--- src/rtl/timer_pkg.sv ---
// Shared time-base definitions: mode/state encodings and the default counter width.
package timer_pkg;

    localparam int unsigned TIMER_CNT_W = 28;

    localparam logic MODE_PERIODIC = 1'b0;
    localparam logic MODE_ONESHOT  = 1'b1;

    typedef enum logic {
        ST_IDLE = 1'b0,
        ST_RUN  = 1'b1
    } state_e;

endpackage

--- src/rtl/periodic_gate_timer.sv ---
// Interval timer producing a terminal tick, a square wave and a counting-gate window.
// Optional sticky tick indicator enabled by defining TIMER_STICKY_EN.
module periodic_gate_timer
    import timer_pkg::*;
#(
    parameter int unsigned CNT_W          = TIMER_CNT_W,
    parameter int unsigned DEFAULT_PERIOD = 100_000_000
) (
    input  logic             clk,
    input  logic             rst,
    input  logic             en,
    input  logic             mode,
    input  logic             start,
    input  logic             period_ld,
    input  logic [CNT_W-1:0] period_in,
    output logic             tick,
    output logic             square,
    output logic             gate,
    output logic             busy,
    output logic [CNT_W-1:0] count,
    output logic             tick_flag,
    input  logic             tick_clr
);

    localparam logic [CNT_W-1:0] RST_PERIOD = CNT_W'(DEFAULT_PERIOD);

    state_e           state_q, state_d;
    logic [CNT_W-1:0] count_q, count_d;
    logic [CNT_W-1:0] period_act_q, period_act_d;
    logic [CNT_W-1:0] period_shd_q, period_shd_d;
    logic             square_q, square_d;
    logic             mode_q, mode_d;
    logic             tick_c;
    logic             ld_ok;
    logic             terminal;

    // A load landing on a tick or on the start of a run takes effect immediately
    always_comb begin
        ld_ok        = period_ld && (period_in != '0);
        period_shd_d = ld_ok ? period_in : period_shd_q;
        terminal     = (count_q == (period_act_q - CNT_W'(1)));

        state_d      = state_q;
        count_d      = count_q;
        period_act_d = period_act_q;
        square_d     = square_q;
        mode_d       = mode_q;
        tick_c       = 1'b0;

        case (state_q)
            ST_IDLE: begin
                if (en && ((mode == MODE_PERIODIC) || start)) begin
                    state_d      = ST_RUN;
                    count_d      = '0;
                    period_act_d = period_shd_d;
                    mode_d       = mode;
                end
            end
            ST_RUN: begin
                if (en) begin
                    if (terminal) begin
                        tick_c       = !rst;
                        count_d      = '0;
                        square_d     = ~square_q;
                        period_act_d = period_shd_d;
                        if ((mode_q == MODE_ONESHOT) && !start) begin
                            state_d = ST_IDLE;
                        end
                    end else if ((mode_q == MODE_ONESHOT) && start) begin
                        count_d = '0;
                    end else begin
                        count_d = count_q + CNT_W'(1);
                    end
                end
            end
            default: state_d = ST_IDLE;
        endcase
    end

    always_ff @(posedge clk) begin
        if (rst) begin
            state_q      <= ST_IDLE;
            count_q      <= '0;
            period_act_q <= RST_PERIOD;
            period_shd_q <= RST_PERIOD;
            square_q     <= 1'b0;
            mode_q       <= MODE_PERIODIC;
        end else begin
            state_q      <= state_d;
            count_q      <= count_d;
            period_act_q <= period_act_d;
            period_shd_q <= period_shd_d;
            square_q     <= square_d;
            mode_q       <= mode_d;
        end
    end

    assign tick   = tick_c;
    assign square = square_q;
    assign busy   = (state_q == ST_RUN);
    assign gate   = (state_q == ST_RUN);
    assign count  = count_q;

`ifdef TIMER_STICKY_EN
    logic tick_flag_q;

    // Set has priority over clear so a tick is never lost
    always_ff @(posedge clk) begin
        if (rst) begin
            tick_flag_q <= 1'b0;
        end else if (tick_c) begin
            tick_flag_q <= 1'b1;
        end else if (tick_clr) begin
            tick_flag_q <= 1'b0;
        end
    end

    assign tick_flag = tick_flag_q;
`else
    logic unused_tick_clr;

    assign unused_tick_clr = tick_clr;
    assign tick_flag       = 1'b0;
`endif

endmodule

--- config.mk ---
export PLATFORM = sky130hd
export DESIGN_NAME = periodic_gate_timer
export DESIGN_NICKNAME = d
export VERILOG_FILES = /design/src/rtl/timer_pkg.sv /design/src/rtl/periodic_gate_timer.sv
export SDC_FILE = /design/constraint.sdc
export NUM_CORES = 1
export LEC_CHECK = 0
export ABC_AREA = 1
export BUFFER_PORTS_ARGS = -buffer_cell sky130_fd_sc_hd__buf_2
export CORE_UTILIZATION = 40
export DETAILED_ROUTE_END_ITERATION = 10
export GPL_ROUTABILITY_DRIVEN = 0
export SYNTH_ARGS = -nofsm -noshare
export SYNTH_HDL_FRONTEND = slang
export SYNTH_SLANG_ARGS = --single-unit
--- constraint.sdc ---
create_clock -name clk -period 4.72 [get_ports clk]
set_input_delay 0.708 -clock clk [delete_from_list [all_inputs] [get_ports clk]]
set_output_delay 0.708 -clock clk [all_outputs]
set_load 0.02 [all_outputs]
==> metrics.txt <==
layout cells sized above 1=0.110; crit-path leading delay family=simple AND/OR/NAND/NOR gates; minimum clock period=3.40 ns; Finished Core Util=0.456; Hold Violations, Final=0; Slew headroom=0.270; n_diodes=0; required time of the worst setup path=between 4 and 5 ns; M1 GR Usage=0.287; most common flop cell mapped by yosys=dfxtp_1; largest buffer count on any clock path=2; gr ovfl total=0; Die X=between 100 and 150 um; Setup crit start kind=register; largest net degree at the start of global routing=47; Die Span Y=about 120 um; DRT iter0 DRCs=272; die area=0.0146 mm2; slowest cell on the critical path=dfxtp_1; Yosys reg bits=87; Avg Vias per Cell=4.84; met2 capacity usage during global routing=0.353; Finished Cell Area=0.00630 mm2; root buffer cell=clkbuf_16; RSZ-0062 raised after global routing=no; CP Cell Sequence=inv_1, ha_1, nand3_2, nor2_4, nand2_1, xor2_1, nand2_1, nor2_1, nand2_1, nor2_1, nand3_2, nor2_1, buf_2; Post CTS Setup Buffer Count=0; Static Leak=0.00296 uW; Critical Path AT=~2.7 ns; Synth Instances=902; # H-tree levels=3; Slew Viols, Final=0; Core Area=0.0138 mm2; Mapped Nets=about 940; pwr dens=between 200 and 300 mW/mm2; Seq/Total Area, Yosys=0.309; period utilization=0.721; initial antenna violation count=0; final setup vio count=0; Netlist cell types=36; HPWL Detailed=around 11 mm; busiest grt layer=met2; FP Rows=43; placed cell count=about 1100; CTS tree=done; Post-Synthesis Cell Area=~0.0056 mm2; Clock Pin Slew Worst Setup and Hold Paths=0.07 ns; non-filler cells, final=about 1100; Initial Util=0.408; worst min path class=register to register; fin worst setup slack=~1.3 ns; R2R setup slack=~1.7 ns; vias in the first global route=5145; Via Count=5463; R2R depth=15; EDFF count, synth=0; CP bufs+invs=2; first-pass GRT wire length=roughly 25 mm; I/O Pins=just under 70; Hold Crit Endpoint=mode_q; pre-CTS WS=1.55 ns; status=complete, no violations; Fin Setup TNS=0 ns; DRT Wirelength=14.4 mm; Fmax achieved=approximately 290 MHz; Hold Buf Count CTS=0; Layout Area Growth over Synthesis=11.6%; final layout net count=980; CTS Sinks=87; RR Startpoint=period_act_q[0]; skew final=0.0120 ns; Worst-Margin Slew=1.09 ns; ANT nets after route=0; wire length per cell=about 13 um; Avg Inst Size Synth=about 6.3 um2; post-cts resize count=0; Worst Hold Launch=mode_q; hold path cells=2; peak supply drop=0.153 mV; WS Path Type=register to output pin; met3 Use GR=0.0288; CP Capture Type=output pin; YS warnings=0; CP max FO=6; Synth async-reset ratio=0; max incr delay on CP=0.31 ns; Max Cap Viol=0; DRT Pass-1 Iters=4; Num CTS Buffers=9; RR Endpoint=period_act_q[18]; GRT Total Usage=0.216; clk_lat worst skew=approximately 0.36 ns; Placed Area=roughly 0.006 mm2; drc violations=0; PortBufs=between 60 and 70
==> power breakdown <==
part / leakage (uW) / total, uW / internal, uW / switching, uW
Sequential: 0.000715 / 810 / 774 / 35.6
Combinational: 0.00212 / 322 / 117 / 205
Clock: 0.000129 / 678 / 359 / 319
Total: 0.00296 / 1810 / 1250 / 560
==> registers in the layout, summed over array words and instances (netlist names) <==
register	cells
square	1
period_act_q	28
period_shd_q	28
busy	1
mode_q	1
count	28
==> kinds of logic after synthesis <==
| group | Yosys count | share of synthesized area |
|---|---|---|
| AO/OA/AOI/OAI | 96 | 0.0920 |
| XOR/XNOR | 58 | 0.0900 |
| adder cells (fa/ha/maj) | 2 | 0.00443 |
| buffers and inverters | 161 | 0.118 |
| flip-flops | 87 | 0.309 |
| other | 1 | 0.000664 |
| AND/OR/NAND/NOR | 497 | 0.387 |
==> placed cells by master (no fill, tap or decap), drive strengths merged <==
| master | instances |
|---|---|
| nand2 | 236 |
| nor2 | 128 |
| inv | 119 |
| dfxtp | 87 |
| nand3 | 77 |
| buf | 72 |
| a21oi | 49 |
| xor2 | 41 |
| o21ai | 31 |
| nand3b | 19 |
| nand4 | 18 |
| xnor2 | 17 |
| o21a | 12 |
| clkbuf | 10 |
| nor4 | 8 |
| nor3 | 8 |
| clkinv | 4 |
| or2 | 2 |
| a21o | 2 |
| ha | 2 |
| clkinvlp | 2 |
| o21bai | 1 |
| nor3b | 1 |
| o22ai | 1 |
| conb | 1 |
==> worst max path at each step <==
stage / startpoint / slack, ns / end / depth (start not counted)
after floorplan: period_act_q[0] / 1.74 / tick / 14
after global placement: period_in[16] / 1.52 / period_act_q[23] / 10
after detailed placement: period_in[16] / 1.55 / period_act_q[23] / 10
after CTS: period_act_q[0] / 1.30 / tick / 13
after global routing: period_act_q[0] / 1.01 / tick / 13
final: period_act_q[0] / 1.32 / tick / 13
==> through the flow <==
stage                     hold WS [ns]  power (uW)
after floorplan                  0.463        1070
after CTS                        0.492        1830
after detailed placement         0.483        1150
final                            0.490        1810
after global routing             0.532        1910
after global placement           0.480        1150
==> Yosys cell counts, types with 7 or more instances <==
| cell type | n | area share |
|---|---|---|
| nand4_1 | 18 | 0.020 |
| o21ai_0 | 28 | 0.025 |
| nand3b_1 | 18 | 0.024 |
| nor3_1 | 7 | 0.0062 |
| nand3_1 | 74 | 0.066 |
| clkbuf_1 | 21 | 0.014 |
| nor2_1 | 121 | 0.080 |
| xnor2_1 | 17 | 0.026 |
| dfxtp_1 | 87 | 0.31 |
| xor2_1 | 41 | 0.064 |
| inv_1 | 116 | 0.077 |
| a21oi_1 | 49 | 0.043 |
| o21a_1 | 12 | 0.016 |
| nand2_1 | 234 | 0.16 |
| nor4_1 | 8 | 0.0089 |
==> metal layers <==
| layer | share of wire | routed length (um) |
|---|---|---|
| met3 | 0.029 | 413 |
| met5 | 0 | 0 |
| met2 | 0.45 | 6490 |
| met1 | 0.50 | 7150 |
| met4 | 0.020 | 288 |
==> worst reg2reg max path: stages, from the launching register on <==
cell and delay (ns):
dfxtp_1 0.31, inv_1 0.15, ha_1 0.26, nand3_2 0.15, nor2_4 0.25, nand3b_4 0.13, or2_2 0.30, nand2_1 0.07
nor2_1 0.04, nand2_1 0.07, nor2_1 0.07, nand3_2 0.09, buf_4 0.41, nand2_1 0.37, nand2_1 0.19, nand3_1 0.08
==> cell type report <==
| class | count | area [um2] |
|---|---|---|
| inverters | 119 | 447 |
| clock inverters | 6 | 42.5 |
| multi-input cells | 654 | 3240 |
| repair buffers | 72 | 378 |
| clock buffers | 10 | 229 |
| flip-flops and latches | 87 | 1740 |
| well taps | 180 | 225 |
| fillers | 1547 | 7530 |
No activity file was read; power rests on OpenSTA's default activity.
